$ cat config.mk
export PLATFORM = sky130hd
export DESIGN_NAME = tl_fifo_fsm
export DESIGN_NICKNAME = d
export VERILOG_FILES = /design/src/rtl/tl_pkg.sv /design/src/rtl/tl_sync_fifo.sv /design/src/rtl/tl_fifo_fsm.sv
export SDC_FILE = /design/constraint.sdc
export NUM_CORES = 1
export LEC_CHECK = 0
export CAP_MARGIN = 20
export CORE_ASPECT_RATIO = 2
export CORE_UTILIZATION = 27
export CTS_BUF_LIST = sky130_fd_sc_hd__clkbuf_4
export DETAILED_ROUTE_END_ITERATION = 8
export PLACE_DENSITY_LB_ADDON = 0.25
export SETUP_SLACK_MARGIN = 0.1
export SLEW_MARGIN = 20
export SYNTH_ARGS = -nofsm -noshare
export SYNTH_HDL_FRONTEND = slang
export SYNTH_SLANG_ARGS = --single-unit
$ cat constraint.sdc
create_clock -name clk -period 3.6 [get_ports clk]
set_input_delay 0.54 -clock clk [delete_from_list [all_inputs] [get_ports clk]]
set_output_delay 0.54 -clock clk [all_outputs]
set_load 0.01 [all_outputs]
$ cat src/rtl/tl_pkg.sv
// tl_pkg: layer states and word width shared by the FIFO/FSM stage and the downstream counter.
package tl_pkg;
    localparam int TL_DATA_W = 12;
    typedef enum logic [3:0] {
        ST_RESET  = 4'b0001,
        ST_INIT   = 4'b0010,
        ST_IDLE   = 4'b0100,
        ST_ACTIVE = 4'b1000,
        ST_ERROR  = 4'b1111
    } tl_state_e;
endpackage

$ cat src/rtl/tl_sync_fifo.sv
// tl_sync_fifo: synchronous FIFO with flush and status flags registered from the next-state count.
module tl_sync_fifo #(
    parameter int DATA_W = 12,
    parameter int DEPTH  = 8,
    parameter int PTR_W  = $clog2(DEPTH)
) (
    input  logic              clk,
    input  logic              reset_L,
    input  logic              flush,
    input  logic              wr,
    input  logic              rd,
    input  logic [DATA_W-1:0] wr_data,
    input  logic [PTR_W:0]    thr_af,
    input  logic [PTR_W:0]    thr_ae,
    output logic [DATA_W-1:0] rd_data,
    output logic [PTR_W:0]    count,
    output logic              full,
    output logic              empty,
    output logic              almost_full,
    output logic              almost_empty
);
    logic [DATA_W-1:0] mem [DEPTH];
    logic [PTR_W-1:0]  wr_ptr, rd_ptr;
    logic [PTR_W:0]    count_n;

    always_comb count_n = flush ? '0 : count + (PTR_W+1)'(wr) - (PTR_W+1)'(rd);

    assign rd_data = mem[rd_ptr];

    always_ff @(posedge clk or negedge reset_L) begin
        if (!reset_L) begin
            wr_ptr       <= '0;
            rd_ptr       <= '0;
            count        <= '0;
            full         <= 1'b0;
            empty        <= 1'b1;
            almost_full  <= 1'b0;
            almost_empty <= 1'b1;
        end else begin
            wr_ptr       <= flush ? '0 : wr_ptr + PTR_W'(wr);
            rd_ptr       <= flush ? '0 : rd_ptr + PTR_W'(rd);
            count        <= count_n;
            full         <= count_n == (PTR_W+1)'(DEPTH);
            empty        <= count_n == '0;
            almost_full  <= count_n >= thr_af;
            almost_empty <= count_n <= thr_ae;
        end
    end

    // Storage carries no reset; contents are don't-care after reset or flush.
    always_ff @(posedge clk)
        if (wr && !flush) mem[wr_ptr] <= wr_data;
endmodule

$ cat src/rtl/tl_fifo_fsm.sv
// tl_fifo_fsm: transaction-layer word FIFO plus layer control FSM feeding the change counter.
// Define TL_FIFO_FSM_ERRCNT_EN to add a saturating overflow/underflow event counter (err_count).
module tl_fifo_fsm
    import tl_pkg::*;
#(
    parameter int DATA_W = TL_DATA_W,
    parameter int DEPTH  = 8,
    parameter int PTR_W  = $clog2(DEPTH)
) (
    input  logic              clk,
    input  logic              reset_L,
    input  logic              init,
    input  logic [PTR_W:0]    thr_af,
    input  logic [PTR_W:0]    thr_ae,
    input  logic              push,
    input  logic [DATA_W-1:0] push_data,
    input  logic              pop,
    output logic [DATA_W-1:0] data_out,
    output logic              valid_out,
    output logic [3:0]        state,
`ifdef TL_FIFO_FSM_ERRCNT_EN
    output logic [7:0]        err_count,
`endif
    output logic              full,
    output logic              empty,
    output logic              almost_full,
    output logic              almost_empty,
    output logic              error
);
    tl_state_e         st, st_n;
    logic [PTR_W:0]    af_q, ae_q, count;
    logic [DATA_W-1:0] rd_data;
    logic              live, run, ovf, udf, wr, rd, flush;

    // Events are still observed in ERROR (for the counter) but never move data there.
    always_comb begin
        live  = (st == ST_IDLE || st == ST_ACTIVE || st == ST_ERROR) && !init;
        run   = (st == ST_IDLE || st == ST_ACTIVE) && !init;
        udf   = live && pop && empty;
        ovf   = live && push && full && !pop;
        wr    = run && push && !udf && !ovf;
        rd    = run && pop && !empty;
        st_n  = st;
        case (st)
            ST_RESET:  st_n = ST_INIT;
            ST_INIT:   st_n = init ? ST_INIT : ST_IDLE;
            ST_IDLE:   st_n = init ? ST_INIT : udf ? ST_ERROR : wr ? ST_ACTIVE : ST_IDLE;
            ST_ACTIVE: st_n = init ? ST_INIT : (ovf || udf) ? ST_ERROR :
                              (rd && !wr && count == (PTR_W+1)'(1)) ? ST_IDLE : ST_ACTIVE;
            ST_ERROR:  st_n = init ? ST_INIT : ST_ERROR;
            default:   st_n = ST_RESET;
        endcase
        flush = st_n == ST_INIT;
    end

    assign state = st;

    always_ff @(posedge clk or negedge reset_L) begin
        if (!reset_L) begin
            st        <= ST_RESET;
            data_out  <= '0;
            valid_out <= 1'b0;
            error     <= 1'b0;
            af_q      <= (PTR_W+1)'(DEPTH - 2);
            ae_q      <= (PTR_W+1)'(2);
        end else begin
            st        <= st_n;
            valid_out <= rd;
            error     <= flush ? 1'b0 : error | ovf | udf;
            if (rd) data_out <= rd_data;
            if (st == ST_INIT) begin
                af_q <= thr_af;
                ae_q <= thr_ae;
            end
        end
    end

`ifdef TL_FIFO_FSM_ERRCNT_EN
    always_ff @(posedge clk or negedge reset_L) begin
        if (!reset_L) err_count <= '0;
        else if (flush) err_count <= '0;
        else if ((ovf || udf) && err_count != 8'hFF) err_count <= err_count + 8'd1;
    end
`endif

    tl_sync_fifo #(.DATA_W(DATA_W), .DEPTH(DEPTH), .PTR_W(PTR_W)) u_fifo (
        .clk          (clk),
        .reset_L      (reset_L),
        .flush        (flush),
        .wr           (wr),
        .rd           (rd),
        .wr_data      (push_data),
        .thr_af       (af_q),
        .thr_ae       (ae_q),
        .rd_data      (rd_data),
        .count        (count),
        .full         (full),
        .empty        (empty),
        .almost_full  (almost_full),
        .almost_empty (almost_empty)
    );
endmodule
==> results.yml <==
setup_path:
  worst_setup_path_end_kind: "register"
  worstReg2RegStart: "state[0]$_DFF_PN1_"
  worst-r2r-setup-slack_ns: 0.36
  timing.rr.end: "u_fifo.almost_empty$_DFF_PN1_"
  critical_path_required_ns: 4.09
  worst_r2r_path_depth: 16
  critPathArrivalTime_ns: 3.73
  worst-setup-path-type: "input port to register"
  worstSetupStartpointType: "input port"
  worst-path-max-fanout: 4
global_route:
  grt_pass1_vias: 3484
  wire_length_of_the_first_global_routing_pass_mm: 18.9
  global_route.usage.total_pct: 12.0
  grt_overflow: 0
  initial_antenna_violation_count: 1
  grt_max_degree: 41
yosys:
  synth-xor-area-share_pct: 0.772
  netlist_area_sq_mm: 0.00567
  synth_top_family_by_area: "multiplexers"
  synth_seq_area_share_pct: 68.6
  synth_area_leader_cell: "edfxtp_1"
  multiplexer_share_of_the_synthesized_area_pct: 11.8
  synth_simple_gate_area_share_pct: 8.07
  ys_dominant_reg_cell: "edfxtp_1"
  synth_warnings: 0
  synth_edf_count: 96
  share_of_the_synthesized_area_in_compound_gates_ao_oa_aoi_oai_pct: 4.21
  synthDistinctLibCells: 49
  post_synth.cell_area_avg_sq_um: 16.1
  ys_top_cells_by_area: "edfxtp_1 (51%), dfrtp_1 (15%), mux4_2 (9.5%)"
  synthArstFlopShare_pct: 29.4
  synth-adder-area-share_pct: 4.10
  synthesis.nets: 395
  post-synth-top-area-fraction_pct: 50.8
  synth-seq-cells: 136
  postSynthCellCount: 352
route:
  via_count: 3132
  avgRoutedWirePerCell_um: 16.7
  post-route-drc-count: 0
  total_detailed_routing_wirelength_mm: 11.8
  drt_first_pass_iters: 5
  starting_drt_drc_count: 103
  route.detailed.vias_per_inst: 4.43
  post_drt_antenna_nets: 0
sta:
  final_period_minus_worst_setup_slack_ns: 3.24
  setup_tns_ns: 0
  report.final.setup_viol: 0
  setup_ws_post_layout_ns: 0.358
  final-max-slew-violation-count: 0
  final.period_utilization_pct: 90.1
  worst_clock_skew_ns: 0.0146
  max-slew-margin-rel_pct: 37.9
  max_freq_mhz: 308
  worst-slew-pin-transition_ns: 0.931
  report.final.hold_viol_count: 0
  grt_setup_unrepaired: "no"
  final.hold.worst_slack_ns: 0.121
outcome:
  run_status: "finished, final reports clean"
clocking:
  worstSkewPairLatency_ns: 0.54
  cts-root-to-sink-buffers: 2
  cts.repair_timing.setup_buffer_count: 0
  clock_tree.root_cell: "clkbuf_4"
  cts_tree: "yes"
  hold_buffers: 0
  htree_levels: 4
  clk_pin_slew_ns: 0.12
  cts_sinks: 136
  postCtsResizedCells: 0
  tritoncts.num_buffers: 17
placed_design:
  detailedPlace.worstSlack_ns: -0.227
  place_area_sq_mm: 0.00661
  detailedPlacementHpwl_mm: 8.21
  numPortBuffers: 46
  place_congestion: 0.754
pwr:
  total_power_mw: 3.70
  vdd_ir_drop_max_uv: 182
  power_density_mw_per_mm2: 533
  leakagePower_nw: 2.54
floorplan:
  core_sq_mm: 0.0205
  die_area_sq_mm: 0.0216
  die_w_um: 104
  placementRows: 74
  die_h_um: 207
  io-pin-count: 47
  floorplan.initialDensity_pct: 27.7
final_layout:
  area_overhead_vs_synth_pct: 22.5
  multiInputGateArea_sq_mm: 0.00168
  sequential_cell_area_sq_mm: 0.00389
  num-nets-final: 470
  nFillCells: 1985
  drive_gt1_share_pct: 20.9
  final_cell_area_sq_mm: 0.00695
flow_run:
  number_of_max_cap_violations: 0
worst_hold_path:
  timing.hold.worst.class: "input port to async pin"
[Yosys cell counts, drive strengths merged (2+ instances only)]
library cell / number
nand2b: 7
mux2i: 13
and2b: 4
nor2b: 9
a21oi: 5
mux4: 24
dfrtp: 34
ha: 17
nand3: 3
nand4b: 2
clkbuf: 7
xnor2: 3
nand2: 33
dfstp: 6
nor3: 5
o21ai: 24
edfxtp: 96
inv: 16
nor2: 10
buf: 9
xor2: 2
[cells by family after synthesis]
group,after synthesis
flip-flops,136
adder cells (fa/ha/maj),18
XOR/XNOR,5
AND/OR/NAND/NOR,84
multiplexers,37
AO/OA/AOI/OAI,40
buffers and inverters,32
[how the worst max path moves through the flow]
stage                                                to  depth (start not counted)               start  slack (ns)
final                     u_fifo.almost_empty$_DFF_PN1_                         16                 pop        0.36
after global routing      u_fifo.almost_empty$_DFF_PN1_                         16  state[0]$_DFF_PN1_        0.10
after CTS                 u_fifo.almost_empty$_DFF_PN1_                         16  state[0]$_DFF_PN1_        0.32
after detailed placement  u_fifo.almost_empty$_DFF_PN1_                         16                 pop       -0.23
after global placement     u_fifo.almost_full$_DFF_PN0_                         16                 pop       -0.12
after floorplan            u_fifo.almost_full$_DFF_PN0_                         18  state[3]$_DFF_PN0_        0.11
[state kept, by name (all words and copies together) (netlist names)]
register / count
ae_q: 4
af_q: 4
data_out: 12
error: 1
state: 4
u_fifo.almost_empty: 1
u_fifo.almost_full: 1
u_fifo.count: 4
u_fifo.empty: 1
u_fifo.full: 1
u_fifo.mem: 96
u_fifo.rd_ptr: 3
u_fifo.wr_ptr: 3
valid_out: 1
[power breakdown]
group	switching (mW)	internal, mW	leakage [nW]	total (mW)
Combinational	0.333	0.339	0.997	0.672
Clock	0.549	0.610	0.168	1.16
Sequential	0.0702	1.80	1.38	1.87
Total	0.952	2.75	2.54	3.70
[placed cells by master, fill, tap and decap left out, drive strengths merged, types with 3 or more instances in the layout]
cell type	netlist	layout
a21oi	5	5
and2b	4	4
buf	9	27
bufinv	0	5
clkbuf	7	17
clkdlybuf4s50	0	45
clkinv	0	6
clkinvlp	0	3
dfrtp	34	34
dfstp	6	6
edfxtp	96	96
ha	17	17
inv	16	17
mux2i	13	13
mux4	24	24
nand2	33	33
nand2b	7	7
nand3	3	3
nor2	10	10
nor2b	9	9
nor3	5	5
o21ai	24	24
xnor2	3	3
[layer usage]
metal,GRT usage (%),share of wire (%),up-vias
li1,-,-,1478
met1,11.6,37,1576
met2,23.1,58,63
met3,3.70,3.8,15
met4,5.46,1.8,0
met5,0,0,-
[per-stage QoR]
stage / instances / utilization (%)
after floorplan: 352 / -
after global placement: 674 / 32.3
after detailed placement: 674 / 32.3
after CTS: 706 / 33.9
after global routing: 707 / 34.0
final: 707 / 34.0
[critical path, stage by stage]
cell and delay [ns]:
clkdlybuf4s50_1 0.50, mux2i_1 0.29, nand4b_4 0.13, ha_1 0.21, nand4b_1 0.11, nand3_1 0.09
a221o_1 0.34, a222oi_1 0.33, buf_4 0.19, nor2b_1 0.08, ha_1 0.30, nor2b_1 0.14
o21ai_0 0.15, nand2b_1 0.07, a21oi_1 0.15, a41o_1 0.12
[layout make-up]
class	count	area share [%]
antenna	1	0.0360
clock buffer	17	1.84
multi-input combinational	184	24.1
sequential	136	56.0
clock inverter	15	2.97
timing repair buffer	72	9.36
inverter	16	0.864
tap	266	4.79
Note: power is estimated with default switching activity, not from simulation.
